--- src/rtl/apb_mem_pkg.sv ---
// Shared types for the APB parametrised memory slave.
package apb_mem_pkg;

    typedef enum logic {
        IDLE   = 1'b0,
        ACCESS = 1'b1
    } state_t;

    localparam int CNT_W = 4;

endpackage

--- src/rtl/apb_mem_array.sv ---
// DEPTH x DATA_W register memory: single port, byte-enabled write, registered read, cleared on reset.
module apb_mem_array #(
    parameter int DATA_W = 32,
    parameter int DEPTH  = 16,
    localparam int AW    = (DEPTH > 1) ? $clog2(DEPTH) : 1
) (
    input  logic                clk,
    input  logic                rstn,
    input  logic                wr_en,
    input  logic [DATA_W/8-1:0] be,
    input  logic                rd_en,
    input  logic [AW-1:0]       addr,
    input  logic [DATA_W-1:0]   wdata,
    output logic [DATA_W-1:0]   rdata
);

    logic [DATA_W-1:0] mem [DEPTH];

    always_ff @(posedge clk or negedge rstn) begin
        if (!rstn) begin
            for (int i = 0; i < DEPTH; i++) begin
                mem[i] <= '0;
            end
            rdata <= '0;
        end else if (wr_en) begin
            for (int b = 0; b < DATA_W/8; b++) begin
                if (be[b]) begin
                    mem[addr][b*8 +: 8] <= wdata[b*8 +: 8];
                end
            end
        end else if (rd_en) begin
            rdata <= mem[addr];
        end
    end

endmodule

--- src/rtl/apb_param_mem_slave.sv ---
// APB3 slave over a register memory with programmable wait states and PSLVERR on out-of-range addresses.
// Optional byte strobes (PSTRB port) are enabled by defining APB_MEM_PSTRB_EN.
module apb_param_mem_slave
    import apb_mem_pkg::*;
#(
    parameter int DATA_W      = 32,
    parameter int ADDR_W      = 8,
    parameter int DEPTH       = 16,
    parameter int WAIT_STATES = 0
) (
    input  logic                clk,
    input  logic                rstn,
    input  logic                PSEL,
    input  logic                PENABLE,
    input  logic                PWRITE,
    input  logic [ADDR_W-1:0]   PADDR,
    input  logic [DATA_W-1:0]   PWDATA,
`ifdef APB_MEM_PSTRB_EN
    input  logic [DATA_W/8-1:0] PSTRB,
`endif
    output logic [DATA_W-1:0]   PRDATA,
    output logic                PREADY,
    output logic                PSLVERR
);

    localparam int              AW      = (DEPTH > 1) ? $clog2(DEPTH) : 1;
    localparam logic [ADDR_W:0] DEPTH_V = (ADDR_W+1)'(DEPTH);
    localparam logic [CNT_W-1:0] WAIT_V = CNT_W'(WAIT_STATES);
    localparam logic [CNT_W-1:0] ONE    = CNT_W'(1);

    state_t              state;
    logic [CNT_W-1:0]    cnt;
    logic [CNT_W-1:0]    cnt_nxt;
    logic                ready_q;
    logic                err_q;
    logic                rd_zero;
    logic                addr_err;
    logic                setup;
    logic                rd_en;
    logic                wr_en;
    logic [DATA_W/8-1:0] be;
    logic [DATA_W-1:0]   rdata;

    assign addr_err = {1'b0, PADDR} >= DEPTH_V;
    assign setup    = (state == IDLE) && PSEL && !PENABLE;
    assign rd_en    = setup && !PWRITE && !addr_err;
    assign wr_en    = (state == ACCESS) && ready_q && PSEL && PWRITE && !err_q;
    assign cnt_nxt  = cnt + ONE;

`ifdef APB_MEM_PSTRB_EN
    assign be = PSTRB;
`else
    assign be = '1;
`endif

    // ready_q is precomputed one cycle ahead so PREADY comes straight from a flop
    always_ff @(posedge clk or negedge rstn) begin
        if (!rstn) begin
            state   <= IDLE;
            cnt     <= '0;
            ready_q <= 1'b0;
            err_q   <= 1'b0;
            rd_zero <= 1'b0;
        end else begin
            case (state)
                IDLE: begin
                    if (setup) begin
                        state   <= ACCESS;
                        cnt     <= '0;
                        ready_q <= (WAIT_V == '0);
                        err_q   <= addr_err;
                        if (!PWRITE) begin
                            rd_zero <= addr_err;
                        end
                    end
                end
                ACCESS: begin
                    if (!PSEL || ready_q) begin
                        state   <= IDLE;
                        ready_q <= 1'b0;
                    end else begin
                        cnt     <= cnt_nxt;
                        ready_q <= (cnt_nxt == WAIT_V);
                    end
                end
                default: begin
                    state   <= IDLE;
                    ready_q <= 1'b0;
                end
            endcase
        end
    end

    apb_mem_array #(
        .DATA_W (DATA_W),
        .DEPTH  (DEPTH)
    ) u_array (
        .clk   (clk),
        .rstn  (rstn),
        .wr_en (wr_en),
        .be    (be),
        .rd_en (rd_en),
        .addr  (PADDR[AW-1:0]),
        .wdata (PWDATA),
        .rdata (rdata)
    );

    // an out-of-range read masks the array output until the next read
    assign PRDATA  = rd_zero ? '0 : rdata;
    assign PREADY  = ready_q;
    assign PSLVERR = ready_q && err_q;

endmodule

--- config.mk ---
export PLATFORM = sky130hd
export DESIGN_NAME = apb_param_mem_slave
export DESIGN_NICKNAME = d
export VERILOG_FILES = /design/src/rtl/apb_mem_pkg.sv /design/src/rtl/apb_mem_array.sv /design/src/rtl/apb_param_mem_slave.sv
export SDC_FILE = /design/constraint.sdc
export NUM_CORES = 1
export LEC_CHECK = 0
export BUFFER_PORTS_ARGS = -buffer_cell sky130_fd_sc_hd__buf_2
export CORE_MARGIN = 1.5
export CORE_UTILIZATION = 45
export DETAILED_ROUTE_END_ITERATION = 8
export HOLD_SLACK_MARGIN = 0.12
export PLACE_DENSITY = 0.57
export SYNTH_ARGS = -nofsm -noshare
export SYNTH_HDL_FRONTEND = slang
export SYNTH_SLANG_ARGS = --single-unit
--- constraint.sdc ---
create_clock -name clk -period 5.5 [get_ports clk]
set_input_delay 0.825 -clock clk [delete_from_list [all_inputs] [get_ports clk]]
set_output_delay 0.825 -clock clk [all_outputs]
set_load 0.005 [all_outputs]
==> PnR_summary.wiki <==
{| class="wikitable"
! Metric !! Value
|-
| Post-layout min period || between 3 and 4 ns
|-
| Clock network latency to the later pin of the worst-skew pair || 0.61 ns
|-
| Count of buffers inserted at the top-level ports || between 70 and 80
|-
| Primary flip-flop cell chosen by synthesis mapping || sky130_fd_sc_hd__dfrtp_1
|-
| Synth Net Count || approximately 1700
|-
| Area share of xor/xnor cells in the synthesized design || 0.0705%
|-
| DP Wirelength || 34300 um
|-
| Initial Util || 45.8%
|-
| Highest Signal Layer || met4
|-
| Total power per unit cell area || a little over 300 mW/mm2
|-
| Total number of placement rows || 85
|-
| Storage cell area || between 0.01 and 0.015 mm2
|-
| Area inside the core boundary || 0.0542 mm2
|-
| Leading post-synthesis cells by cell area || sky130_fd_sc_hd__dfrtp_1, sky130_fd_sc_hd__mux2_2, sky130_fd_sc_hd__mux4_2
|-
| Cts bufs inserted || 58
|-
| Setup repair after global routing missed its margin || no
|-
| Final WL || just under 60000 um
|-
| Total setup buffers inserted after CTS || 0
|-
| Signed area change from the synthesized netlist to the final layout || 11.4%
|-
| Layout cell share with drive strength beyond 1 || about half
|-
| Clock tree skew after final layout || 0.00737 ns
|-
| Sinks on the clock net || about 550
|-
| Average vias per placed instance || between 5 and 6
|-
| Routability-driven placement congestion ratio || 0.711
|-
| Critical path class || input pin to register
|-
| Pin count of the biggest net entering global routing || about 150
|-
| Number of nets in the finished design || 1709
|-
| H-Tree Level Count || 2
|-
| Root cell of the clock tree || sky130_fd_sc_hd__clkbuf_16
|-
| Slew headroom || between 20% and 30%
|-
| Launch point of the worst reg-to-reg path || PREADY$_DFFE_PN0P_
|-
| CP Data Arrival Time || 3.60 ns
|-
| Routed wire length on met2 || 29000 um
|-
| Multiplexer fraction of the synthesized cell area || 35.7%
|-
| Path type of the worst min-delay path || input pin to async pin
|-
| Endpoint of the most critical register-to-register path || u_array.mem[125]$_DFFE_PN0P_
|-
| Netlist Area Pre-Place || 0.0249 mm2
|-
| Number of diodes || 0
|-
| Reg2reg path depth || 5
|-
| Die Span Y || between 200 and 250 um
|-
| Flip-flop and latch count after synthesis || roughly 550
|-
| Adder-cell share of the synthesized area || 0.101%
|-
| Number of nets with antenna violations after detailed routing || 0
|-
| Leading cell types by count after synthesis || sky130_fd_sc_hd__dfrtp_1, sky130_fd_sc_hd__mux2_2, sky130_fd_sc_hd__mux4_2
|-
| Post-synth top area cell || sky130_fd_sc_hd__dfrtp_1
|-
| Utilization of the core after routing || 51.1%
|-
| Grt ovf || 0
|-
| Final total negative setup slack || 0 ns
|-
| Share of the synthesized area in compound gates (AO/OA/AOI/OAI) || approximately 2.6%
|-
| Clk slew on worst S/H paths || ~0.060 ns
|-
| Max Fanout on Critical Path || 29
|-
| Antenna violations before repair || 0
|-
| Met3 routed wirelength || approximately 1900 um
|-
| Die area || around 0.057 mm2
|-
| Basic-gate share of the synthesized area counting and, or, nand and nor cells || 3.13%
|-
| Mapped Avg Cell Area || roughly 15 um2
|-
| Dominant combinational cell family by area after synthesis || multiplexers
|-
| FMAX || between 300 and 400 MHz
|-
| Final setup violation count || 0
|-
| Remaining design rule violation count || 0
|-
| Routed metal-1 wire length || 27500 um
|-
| Maximum number of buffers from clock root to sink || 3
|-
| Number of max-cap violations || 0
|-
| Horizontal extent of the die || approximately 240 um
|-
| Power consumption || between 8 and 9 mW
|-
| Hold Violations, Final || 0
|-
| Fin. max-slew vios || 0
|-
| Cell with the most instances after synthesis || sky130_fd_sc_hd__dfrtp_1
|-
| Yosys top cell area share || around 56%
|-
| Distinct cell type count of the synthesized netlist || 44
|-
| Cell at the slowest stage of the critical path || sky130_fd_sc_hd__nand2_2
|-
| Filler cell count || approximately 4600
|-
| Sequential fraction of the synthesis area || a little under three fifths
|-
| Cell-by-cell listing of the critical path || buf_2, nor2_1, nand2_2, buf_4, mux2_2
|-
| Final worst path period share || between 50% and 60%
|-
| Measured slew at the worst slew-check pin || ~1.0 ns
|-
| Vias in the first global route || ~15000
|-
| Worst path required time || approximately 6 ns
|-
| Static leakage power || 13.5 nW
|-
| Routed via count || approximately 14000
|-
| I/O pin count || 79
|-
| Startpoint type of the worst setup path || input pin
|-
| Number of synthesized flops with an enable pin || 0
|-
| Hold Buf Count CTS || 0
|-
| Wirelength per Cell || ~25 um
|-
| Wire length of the first global-routing pass || around 93000 um
|-
| Run status || finished, final reports clean
|-
| Async set-reset flop share out of synthesis || 100%
|-
| Length of the first detailed-routing pass in iterations || 4
|-
| Multi-input logic area || about 0.010 mm2
|-
| All-layer global routing usage || 21.7%
|-
| Resized Gates After CTS || 0
|-
| Setup crit end kind || register
|-
| Number of instances in the synthesized netlist || around 1600
|-
| Worst R2R Setup Slack || around 2.5 ns
|-
| Clock tree from TritonCTS || yes
|-
| Max stage delay on crit path || slightly above 0.8 ns
|-
| Yosys warning count || 0
|-
| Worst vdd ir || between 0.0002 and 0.00025 V
|-
| Number of DRC markers in iteration 0 || 730
|}
kinds of logic (layout without fill, tap and decap cells):
| kind of cell | after synthesis | in the layout |
|---|---|---|
| xor+xnor | 2 | 2 |
| simple gates | 139 | 139 |
| buf+inv | 144 | 219 |
| mux | 692 | 692 |
| flops | 552 | 552 |
| compound gates | 102 | 102 |
| fa+ha+maj | 2 | 2 |
worst max-delay path by stage:
| stage | slack [ns] | cells past startpoint | to | startpoint |
|---|---|---|---|---|
| after CTS | 2.35 | 5 | u_array.mem[416]$_DFFE_PN0P_ | PADDR[3] |
| after global placement | 1.73 | 5 | u_array.mem[427]$_DFFE_PN0P_ | PADDR[3] |
| after detailed placement | 1.70 | 5 | u_array.mem[416]$_DFFE_PN0P_ | PADDR[3] |
| final | 2.38 | 5 | u_array.mem[416]$_DFFE_PN0P_ | PADDR[3] |
| after floorplan | 3.11 | 7 | u_array.mem[129]$_DFFE_PN0P_ | PADDR[0] |
| after global routing | 2.22 | 5 | u_array.mem[417]$_DFFE_PN0P_ | PREADY$_DFFE_PN0P_ |
sequential cells by signal, indices dropped and copies added, names as in the netlist:
register       cells
PREADY             1
cnt                4
err_q              1
rd_zero            1
state              1
u_array.mem      512
u_array.rdata     32
cell type report:
type	count	share of cell area, %
multi-input cells	937	37.7
clock buffers	88	6.23
repair buffers	108	2.50
well taps	696	3.14
inverters	5	0.0678
flip-flops and latches	552	49.9
clock inverters	18	0.529
report_power, final:
group / leakage, nW / switching [mW] / internal, mW
combinational: 4.92 / 0.282 / 0.150
sequential: 7.67 / 0.0614 / 4.13
clock: 0.933 / 1.61 / 2.24
critical path: cells and delay by family:
family,cells,cell delay (ns)
buffers and inverters,2,0.85
and+or+nand+nor,2,1.62
muxes,1,0.28
layer usage:
| layer | up-vias | global-route usage [%] |
|---|---|---|
| li1 | 6094 | - |
| met1 | 7579 | 30.4 |
| met2 | 200 | 36.0 |
| met3 | 70 | 3.00 |
| met4 | 0 | 5.24 |
| met5 | - | 0 |
metrics by stage:
stage	setup slack, ns	area (um2)	hold slack (ns)	instances
after floorplan	3.11	24900	0.456	1633
after global placement	1.73	25800	0.467	2298
after detailed placement	1.70	25800	0.480	2298
after CTS	2.35	27700	0.247	2404
after global routing	2.22	27700	0.262	2404
final	2.38	27700	0.228	2404
placed cells by master (no fill, tap or decap), types with 3 or more instances in the layout:
| cell | synthesis | layout |
|---|---|---|
| sky130_fd_sc_hd__inv_1 | 5 | 5 |
| sky130_fd_sc_hd__nor2_1 | 38 | 34 |
| sky130_fd_sc_hd__o21ai_0 | 5 | 5 |
| sky130_fd_sc_hd__nor2_4 | 0 | 6 |
| sky130_fd_sc_hd__clkbuf_16 | 0 | 59 |
| sky130_fd_sc_hd__clkbuf_8 | 0 | 16 |
| sky130_fd_sc_hd__o22ai_1 | 29 | 29 |
| sky130_fd_sc_hd__buf_12 | 0 | 4 |
| sky130_fd_sc_hd__a22oi_1 | 4 | 4 |
| sky130_fd_sc_hd__a221oi_1 | 8 | 8 |
| sky130_fd_sc_hd__o22a_1 | 4 | 4 |
| sky130_fd_sc_hd__mux2i_1 | 76 | 76 |
| sky130_fd_sc_hd__nor2b_1 | 34 | 33 |
| sky130_fd_sc_hd__buf_2 | 73 | 75 |
| sky130_fd_sc_hd__a31oi_1 | 21 | 21 |
| sky130_fd_sc_hd__clkbuf_1 | 47 | 15 |
| sky130_fd_sc_hd__mux2_2 | 503 | 503 |
| sky130_fd_sc_hd__mux2_1 | 9 | 9 |
| sky130_fd_sc_hd__buf_4 | 15 | 26 |
| sky130_fd_sc_hd__dfrtp_1 | 552 | 551 |
| sky130_fd_sc_hd__mux4_2 | 104 | 104 |
| sky130_fd_sc_hd__or2_2 | 21 | 21 |
| sky130_fd_sc_hd__nand4_1 | 5 | 5 |
| sky130_fd_sc_hd__nand2b_1 | 3 | 3 |
| sky130_fd_sc_hd__o21a_1 | 4 | 4 |
| sky130_fd_sc_hd__nand2_1 | 16 | 10 |
| sky130_fd_sc_hd__nand2_2 | 0 | 6 |
| sky130_fd_sc_hd__nand3_2 | 1 | 4 |
| sky130_fd_sc_hd__a22o_1 | 3 | 3 |
| sky130_fd_sc_hd__a21oi_1 | 23 | 23 |
| sky130_fd_sc_hd__clkinv_2 | 0 | 14 |
No activity file was read; power rests on OpenSTA's default activity.
